**src/rtl/pe_sequencer_pkg.sv**
```systemverilog
// Shared types and defaults for the PE job sequencer and its credit counter.
package pe_sequencer_pkg;

    typedef enum logic [1:0] {
        IDLE  = 2'd0,
        LOAD  = 2'd1,
        RUN   = 2'd2,
        DRAIN = 2'd3
    } state_t;

    localparam int DEFAULT_WEIGHT_DEPTH = 4;
    localparam int DEFAULT_MAX_OUT      = 8;

    // Bits needed to hold the values 0..max_val inclusive.
    function automatic int cnt_bits(input int max_val);
        return (max_val < 2) ? 1 : $clog2(max_val + 1);
    endfunction

endpackage

```
**src/rtl/pe_credit_counter.sv**
```systemverilog
// Up/down count of results issued to the PE but not yet returned; saturates at
// both ends and grants credit while below MAX_OUT.
module pe_credit_counter
    import pe_sequencer_pkg::*;
#(
    parameter int MAX_OUT = DEFAULT_MAX_OUT,
    parameter int CW      = cnt_bits(DEFAULT_MAX_OUT)
) (
    input  logic clk,
    input  logic rst,
    input  logic inc,
    input  logic dec,
    output logic credit,
    output logic empty_next
);

    localparam logic [CW-1:0] MAX_VAL = CW'(MAX_OUT);

    logic [CW-1:0] count;
    logic [CW-1:0] count_next;
    logic          inc_eff;
    logic          dec_eff;

    // A return with nothing outstanding is a stray pulse and must not wrap.
    assign inc_eff = inc && (count != MAX_VAL);
    assign dec_eff = dec && (count != '0);

    always_comb begin
        // NOTE: assign a default first so every path drives count_next and no latch is inferred.
        count_next = count;
        if (inc_eff && !dec_eff) begin
            count_next = count + 1'b1;
        end else if (dec_eff && !inc_eff) begin
            count_next = count - 1'b1;
        end
    end

    // NOTE: sequential state uses non-blocking assignments so all flops update together at the edge.
    always_ff @(posedge clk) begin
        if (rst) begin
            count <= '0;
        end else begin
            count <= count_next;
        end
    end

    assign credit     = (count < MAX_VAL);
    assign empty_next = (count_next == '0);

endmodule

```
**src/rtl/pe_sequencer.sv**
```systemverilog
// Job sequencer for one processing element: streams a weight burst into the PE,
// then issues cfg_len data beats under a credit limit and waits for all results.
module pe_sequencer
    import pe_sequencer_pkg::*;
#(
    parameter int WEIGHT_WIDTH = 16,
    parameter int WEIGHT_DEPTH = DEFAULT_WEIGHT_DEPTH,
    parameter int CNT_WIDTH    = 16,
    parameter int MAX_OUT      = DEFAULT_MAX_OUT
) (
    input  logic                    clk,
    input  logic                    rst,
    input  logic                    start,
    input  logic [CNT_WIDTH-1:0]    cfg_len,
    input  logic                    cfg_mode,
    input  logic                    cfg_add_sub_enable,
    output logic                    busy,
    output logic                    done,
    input  logic                    w_tvalid,
    output logic                    w_tready,
    input  logic [WEIGHT_WIDTH-1:0] w_tdata,
    output logic [WEIGHT_WIDTH-1:0] pe_weight_in,
    output logic                    pe_weight_in_tvalid,
    input  logic                    pe_weight_in_tready,
    output logic                    pe_weight_load_enable,
    output logic                    pe_mode,
    output logic                    pe_add_sub_enable,
    input  logic                    src_tvalid,
    output logic                    src_tready,
    output logic                    pe_in_tvalid,
    input  logic                    pe_in_tready,
    input  logic                    res_tvalid,
    input  logic                    res_tready
);

    localparam int WCW = cnt_bits(WEIGHT_DEPTH);
    localparam int OCW = cnt_bits(MAX_OUT);

    localparam logic [WCW-1:0]       W_LAST   = WCW'(WEIGHT_DEPTH - 1);
    localparam logic [CNT_WIDTH-1:0] LEN_LAST = CNT_WIDTH'(1);

    state_t               state;
    logic [WCW-1:0]       w_cnt;
    logic [CNT_WIDTH-1:0] remaining;

    logic in_load;
    logic in_run;
    logic credit;
    logic empty_next;
    logic w_hs;
    logic issue;
    logic ret;

    assign in_load = (state == LOAD);
    assign in_run  = (state == RUN);

    assign w_hs  = in_load && w_tvalid && pe_weight_in_tready;
    assign issue = in_run && src_tvalid && pe_in_tready && credit;
    assign ret   = res_tvalid && res_tready;

    // Weight path is a straight pass-through, gated off outside LOAD.
    assign w_tready              = in_load && pe_weight_in_tready;
    assign pe_weight_in_tvalid   = in_load && w_tvalid;
    assign pe_weight_in          = in_load ? w_tdata : '0;
    assign pe_weight_load_enable = in_load;

    // Data and vertical input move as one beat; both sides see the credit gate.
    assign pe_in_tvalid = in_run && src_tvalid && credit;
    assign src_tready   = in_run && pe_in_tready && credit;

    pe_credit_counter #(
        .MAX_OUT (MAX_OUT),
        .CW      (OCW)
    ) u_credit (
        .clk        (clk),
        .rst        (rst),
        .inc        (issue),
        .dec        (ret),
        .credit     (credit),
        .empty_next (empty_next)
    );

    always_ff @(posedge clk) begin
        if (rst) begin
            state             <= IDLE;
            w_cnt             <= '0;
            remaining         <= '0;
            busy              <= 1'b0;
            done              <= 1'b0;
            pe_mode           <= 1'b0;
            pe_add_sub_enable <= 1'b0;
        end else begin
            done <= 1'b0;
            case (state)
                IDLE: begin
                    if (start) begin
                        state             <= LOAD;
                        busy              <= 1'b1;
                        w_cnt             <= '0;
                        remaining         <= cfg_len;
                        pe_mode           <= cfg_mode;
                        pe_add_sub_enable <= cfg_add_sub_enable;
                    end
                end
                LOAD: begin
                    if (w_hs) begin
                        if (w_cnt == W_LAST) begin
                            w_cnt <= '0;
                            // A zero-length job only refreshes the weights.
                            if (remaining == '0) begin
                                state <= IDLE;
                                busy  <= 1'b0;
                                done  <= 1'b1;
                            end else begin
                                state <= RUN;
                            end
                        end else begin
                            w_cnt <= w_cnt + 1'b1;
                        end
                    end
                end
                RUN: begin
                    if (issue) begin
                        remaining <= remaining - 1'b1;
                        if (remaining == LEN_LAST) begin
                            state <= DRAIN;
                        end
                    end
                end
                DRAIN: begin
                    // Looking at the next count lets done follow the last return by one cycle.
                    if (empty_next) begin
                        state <= IDLE;
                        busy  <= 1'b0;
                        done  <= 1'b1;
                    end
                end
                default: begin
                    state <= IDLE;
                    busy  <= 1'b0;
                end
            endcase
        end
    end

endmodule

```
**config.mk**
```make
export PLATFORM = sky130hd
export DESIGN_NAME = pe_sequencer
export DESIGN_NICKNAME = d
export VERILOG_FILES = /design/src/rtl/pe_sequencer_pkg.sv /design/src/rtl/pe_credit_counter.sv /design/src/rtl/pe_sequencer.sv
export SDC_FILE = /design/constraint.sdc
export NUM_CORES = 1
export LEC_CHECK = 0
export CAP_MARGIN = 20
export CORE_MARGIN = 1.5
export CORE_UTILIZATION = 46
export DETAILED_ROUTE_END_ITERATION = 8
export GPL_ROUTABILITY_DRIVEN = 0
export PLACE_DENSITY = 0.81
export SLEW_MARGIN = 10
export SYNTH_ARGS = -nofsm -noshare
export SYNTH_HDL_FRONTEND = slang
export SYNTH_SLANG_ARGS = --single-unit
```
**constraint.sdc**
```tcl
create_clock -name clk -period 2.3 [get_ports clk]
set_input_delay 0.46 -clock clk [delete_from_list [all_inputs] [get_ports clk]]
set_output_delay 0.46 -clock clk [all_outputs]
set_load 0.02 [all_outputs]
```
== Word level (Yosys, flattened, before mapping) ==
Index checks and enable logic that the tools add are counted.

* Output and inout port bits: 25
* Input bits: 43
* Bits in registers: 29
* Word-level logic and storage cells: 83

* Magnitude comparators: 1
* Mux-type cells: 29
* Equality and inequality tests: 13
* $add $sub $neg: 4
* Reductions and logical operators: 28

{| class="wikitable"
|+ Operators with widths
! kind !! number
|-
| $mux 16 || 3
|-
| $pmux 16 s2 || 1
|-
| $eq 16x1->1 const B || 1
|-
| $logic_not 16->1 || 1
|-
| $sub 16x1->16 const B || 1
|-
| $logic_and 1x1->1 || 14
|-
| $mux 2 || 7
|-
| $reduce_and 6->1 || 2
|-
| $ne 2x1->1 const B || 5
|-
| $mux 1 || 9
|-
| $mux 3 || 3
|-
| $mux 4 || 2
|-
| $pmux 2 s4 || 1
|-
| $pmux 3 s2 || 1
|-
| $reduce_and 3->1 || 2
|-
| $add 4x1->4 const B || 1
|-
| $eq 2x2->1 const B || 2
|-
| $logic_not 4->1 || 1
|-
| $lt 4x4->1 const B || 1
|-
| $ne 2x2->1 const B || 2
|-
| $ne 4x4->1 const B || 1
|-
| $reduce_bool 2->1 || 2
|-
| $reduce_bool 4->1 || 1
|-
| $sub 4x1->4 const B || 1
|-
| other kinds (9) || 10
|}

== Logic depth before layout (Yosys ltp) ==
* Depth in word-level cells: 12
* Gate-level depth with buffers: 8
* Depth with buffers taken out: 7

== By module ==
From an unflattened synthesis, not the netlist that was laid out.

* Cells, all modules: 270
* Area, all modules: 2044.5 sq um

{| class="wikitable"
|+ By module, submodules not included
! module !! area each (sq um) !! cells an instance !! instances !! sequential area each (sq um)
|-
| pe_sequencer || 1662.8 || 224 || 1 || 500.5
|-
| pe_credit_counter || 381.6 || 46 || 1 || 80.1
|}

== Least setup slack after synthesis ==
No wires, ideal clock.

* Path kind: register to register
* Start: reg u_credit.count[0]
* End: reg busy
* Data arrival time: 1.930 ns
* Period minus slack after synthesis: 2.053 ns
* Required time: 2.177 ns
* Slack: 0.247 ns
* Library setup time: 0.123 ns
* Stages on the path, launching flop included: 8
* Buffers on the path: 0
* Cell sequence: dfxtp_1 -> inv_1 -> ha_1 -> or3b_4 -> a211oi_4 -> a22o_2 -> o211ai_2 -> a221o_2

* Longest elaborated chain between the ends: 10
* Elaborated cells on any way between the ends: 17
* Classes of those cells: add/sub: 2; order compare: 1; eq/ne: 2; mux: 2; reduce/logical: 10

{| class="wikitable"
|+ Ends and longest elaborated chain
! element !! line !! text
|-
| start, declared || pe_credit_counter.sv:19 || <nowiki>logic [CW-1:0] count;</nowiki>
|-
| start signal, assigned || pe_credit_counter.sv:43 || <nowiki>count <= count_next;</nowiki>
|-
| $lt 4x4->1 || pe_credit_counter.sv:47 || <nowiki>assign credit = (count < MAX_VAL);</nowiki>
|-
| $logic_and 1x1->1 || pe_sequencer.sv:58 || <nowiki>assign issue = in_run && src_tvalid && pe_in_tready && credit;</nowiki>
|-
| $logic_and 1x1->1 || pe_credit_counter.sv:25 || <nowiki>assign inc_eff = inc && (count != MAX_VAL);</nowiki>
|-
| $logic_not 1->1 || pe_credit_counter.sv:33 || <nowiki>end else if (dec_eff && !inc_eff) begin</nowiki>
|-
| $logic_and 1x1->1 || pe_credit_counter.sv:33 ||
|-
| $mux 4 || pe_credit_counter.sv:33 ||
|-
| $mux 4 (*) || pe_credit_counter.sv:31 || <nowiki>if (inc_eff && !dec_eff) begin</nowiki>
|-
| $logic_not 4->1 (*) || pe_credit_counter.sv:48 || <nowiki>assign empty_next = (count_next == '0);</nowiki>
|-
| $ne 2x2->1 (no line) (*) || - ||
|-
| $reduce_and 6->1 (no line) (*) || - ||
|-
| end signal, assigned || pe_sequencer.sv:88 || <nowiki>busy <= 1'b0;</nowiki>
|-
| end signal, assigned || pe_sequencer.sv:98 || <nowiki>busy <= 1'b1;</nowiki>
|-
| end signal, assigned || pe_sequencer.sv:112 || <nowiki>busy <= 1'b0;</nowiki>
|-
| end, declared || pe_sequencer.sv:17 || <nowiki>output logic busy,</nowiki>
|}

Mark *: on every way between the ends. The rest lies on a longest branch, timed or not.
A chain may end at the register's enable or synchronous reset.

==> results.json <==
{
  "crit_required_ns": 2.50,
  "synth.area.mux_share": 0.00993,
  "tritoncts": "done",
  "die_height_um": 69.2,
  "coreArea_um2": 4120,
  "synthArstFlopShare": 0,
  "met2_usage": 0.380,
  "root_buffer": "clkbuf_8",
  "synth_warnings": 0,
  "period_share": 0.947,
  "ys_seq_area_frac": 0.288,
  "ys_types": 60,
  "hold_viol": 0,
  "worst_pin_slew_ns": 0.635,
  "synth_flop_cell": "dfxtp_1",
  "cp_data_arrival_time_ns": 2.37,
  "portBuffers": 67,
  "drv_slew": 0,
  "crit_slowest_cell": "or3b_4",
  "r2r_setup_slack_ns": 0.12,
  "cp_slowest_stage_delay_ns": 0.41,
  "clk_pin_slew_ns": 0.07,
  "wl_per_cell_um": 13.6,
  "drive_gt1_frac": 0.142,
  "wl_um": 5340,
  "use_met1": 0.288,
  "cts_buffer_depth": 2,
  "overflow": 0,
  "drt_first_pass_iters": 4,
  "grt_first_pass_wirelength_um": 9210,
  "fmax_mhz": 459,
  "ir_drop_mv": 0.506,
  "synth-seq-cells": 29,
  "ctsHoldBuffers": 0,
  "grt_use_total": 0.231,
  "start_util": 0.490,
  "hp-class": "reg2reg",
  "die_width_um": 69.2,
  "crit_chain": "inv_2, ha_1, or3b_4, o211a_1, buf_4, a22o_2, o211a_1, a211oi_1",
  "synth_simple_gate_area_frac": 0.272,
  "hold_path_depth": 1,
  "min_period_ns": 2.18,
  "syn_inst": 257,
  "setup_viol": 0,
  "h-tree-depth": 2,
  "dieArea_um2": 4790,
  "antenna_found_initial": 0,
  "row_count": 23,
  "cap_violations": 0,
  "diodes": 0,
  "leakagePower_nw": 1.27,
  "avgSynthCellArea_um2": 7.85,
  "fin_nets": 391,
  "grt_start_max_net_pins": 26,
  "worst_setup_path_end_kind": "flop",
  "timing.rr.start": "u_credit.count[0]$_SDFF_PP0_",
  "vias": 2264,
  "synth-edff-count": 0,
  "syn_nets": 305,
  "num-fill-cells": 343,
  "io_pins": 68,
  "synth_fa_ha_area_frac": 0.0310,
  "path_common_cell": "o211a_1",
  "grt_pass1_vias": 2071,
  "critPathKind": "reg2reg",
  "ant_nets": 0,
  "synth_top_family_by_area": "compound AO/OA/AOI/OAI gates",
  "start_kind": "flop",
  "detailed_place_hpwl_um": 4070,
  "area_growth_pct": 45.0,
  "outcome": "finished clean",
  "dp_cells": 386,
  "fin_setup_tns_ns": 0,
  "initialDrtViolationCount": 180,
  "power_density_nw_per_um2": 809,
  "use_met3": 0.0770,
  "rsz0062_at_grt": "no",
  "synth_area_um2": 2020,
  "grt_busiest_layer": "met2",
  "synth_compound_area_frac": 0.326,
  "relSlewSlack": 0.572,
  "synth-xor-area-share": 0.00434,
  "final_cell_count_no_fill": 394,
  "cts.sinks": 29,
  "crit_path_start": "u_credit.count[0]$_SDFF_PP0_",
  "viasPerCell": 5.75,
  "clock_latency_ns": 0.29,
  "reg2reg_depth": 8,
  "fin_worst_skew_ns": 0.00905,
  "drcViolationCount": 0,
  "cts_buffers": 5,
  "critical_path.max_fanout": 6
}
## critical path: cells and delay by family, from the launching register on
family                     cells  cell delay [ns]
buffers and inverters          2             0.26
DFF                            1             0.38
adders and majority gates      1             0.20
AOI/OAI and AO/OA              4             0.83
and+or+nand+nor                1             0.41
## per-layer routing
layer,part of all wire,up-vias,wire [um]
li1,-,1125,-
met1,0.43,1037,2280
met2,0.48,96,2540
met3,0.085,6,456
met4,0.012,0,66
met5,0,-,0
## placed cells by master, fill, tap and decap left out, types with 8 or more instances in the layout
| master | n |
|---|---|
| a211oi_1 | 8 |
| a21oi_1 | 22 |
| and2_1 | 20 |
| buf_4 | 26 |
| clkdlybuf4s50_1 | 46 |
| dfxtp_1 | 29 |
| dlygate4sd2_1 | 19 |
| inv_1 | 11 |
| nand2_1 | 23 |
| nor2_1 | 23 |
| o21ai_0 | 15 |
## state kept, by name, summed over array words and instances, names as in the netlist, named ones only
register / cells
remaining: 16
u_credit.count: 4
w_cnt: 3
busy: 1
done: 1
pe_add_sub_enable: 1
pe_mode: 1
state: 1
## layout make-up
cell class	instances	area, um2	area share
Clock buffer	6	72.6	0.0248
Inverter	13	48.8	0.0167
Clock inverter	2	10.0	0.00342
Multi-Input combinational cell	201	1300	0.446
Tap cell	50	62.6	0.0214
Sequential cell	29	581	0.198
Timing Repair Buffer	93	847	0.290
## timing repair
action / CTS / global route
endpoints found under the hold margin: 0 / 0
gates resized for setup: 19 / 4
buffers inserted: 0 / 0
endpoints found under the setup margin: 19 / 5
pin swaps: 0 / 1
## worst min path at each step
stage,startpoint,end
6_report,w_cnt[2]$_SDFFE_PP0P_,w_cnt[2]$_SDFFE_PP0P_
5_1_grt,w_cnt[2]$_SDFFE_PP0P_,w_cnt[2]$_SDFFE_PP0P_
4_1_cts,w_cnt[2]$_SDFFE_PP0P_,w_cnt[2]$_SDFFE_PP0P_
3_5_place_dp,w_cnt[2]$_SDFFE_PP0P_,w_cnt[2]$_SDFFE_PP0P_
3_3_place_gp,w_cnt[2]$_SDFFE_PP0P_,w_cnt[2]$_SDFFE_PP0P_
2_1_floorplan,remaining[11]$_SDFFE_PP0P_,remaining[11]$_SDFFE_PP0P_
## power by group
part / total, mW / leakage (nW) / internal (mW) / switching [mW]
Sequential: 0.699 / 0.238 / 0.592 / 0.107
Clock: 0.411 / 0.0450 / 0.209 / 0.202
Combinational: 1.26 / 0.989 / 0.599 / 0.659
Total: 2.37 / 1.27 / 1.40 / 0.968
## Yosys cell counts, types with 3 or more instances
cell,number,area share
o21ai_0,15,0.037
nor3_1,6,0.015
nand2_1,23,0.043
a211oi_1,8,0.030
a21oi_1,22,0.055
ha_1,5,0.031
a22oi_1,5,0.019
inv_1,12,0.022
nor4_1,4,0.012
nor2_1,23,0.043
nand3_1,6,0.015
nand4_1,3,0.0093
clkbuf_1,8,0.015
and2_1,20,0.062
and3_1,3,0.0093
o211a_1,3,0.015
a21o_1,3,0.011
dfxtp_1,29,0.29
o31ai_1,6,0.022
## metrics by stage
stage	worst slack, ns	utilization	area [um2]	power (mW)	hold slack [ns]
after detailed placement	-0.0178	0.694	2860	1.99	0.465
after CTS	0.0163	0.708	2910	2.36	0.474
final	0.121	0.711	2930	2.37	0.473
after global routing	0.0263	0.711	2930	2.54	0.482
after global placement	-0.000152	0.694	2860	1.97	0.460
after floorplan	0.247	-	2020	1.52	0.449
## cell families (layout without fill, tap and decap cells)
family	Yosys count	after routing
compound gates	91	91
xor+xnor	1	1
fa+ha+maj	5	5
buf+inv	27	114
flops	29	29
mux	2	2
simple gates	102	102
(Power assumes the default switching activity.)
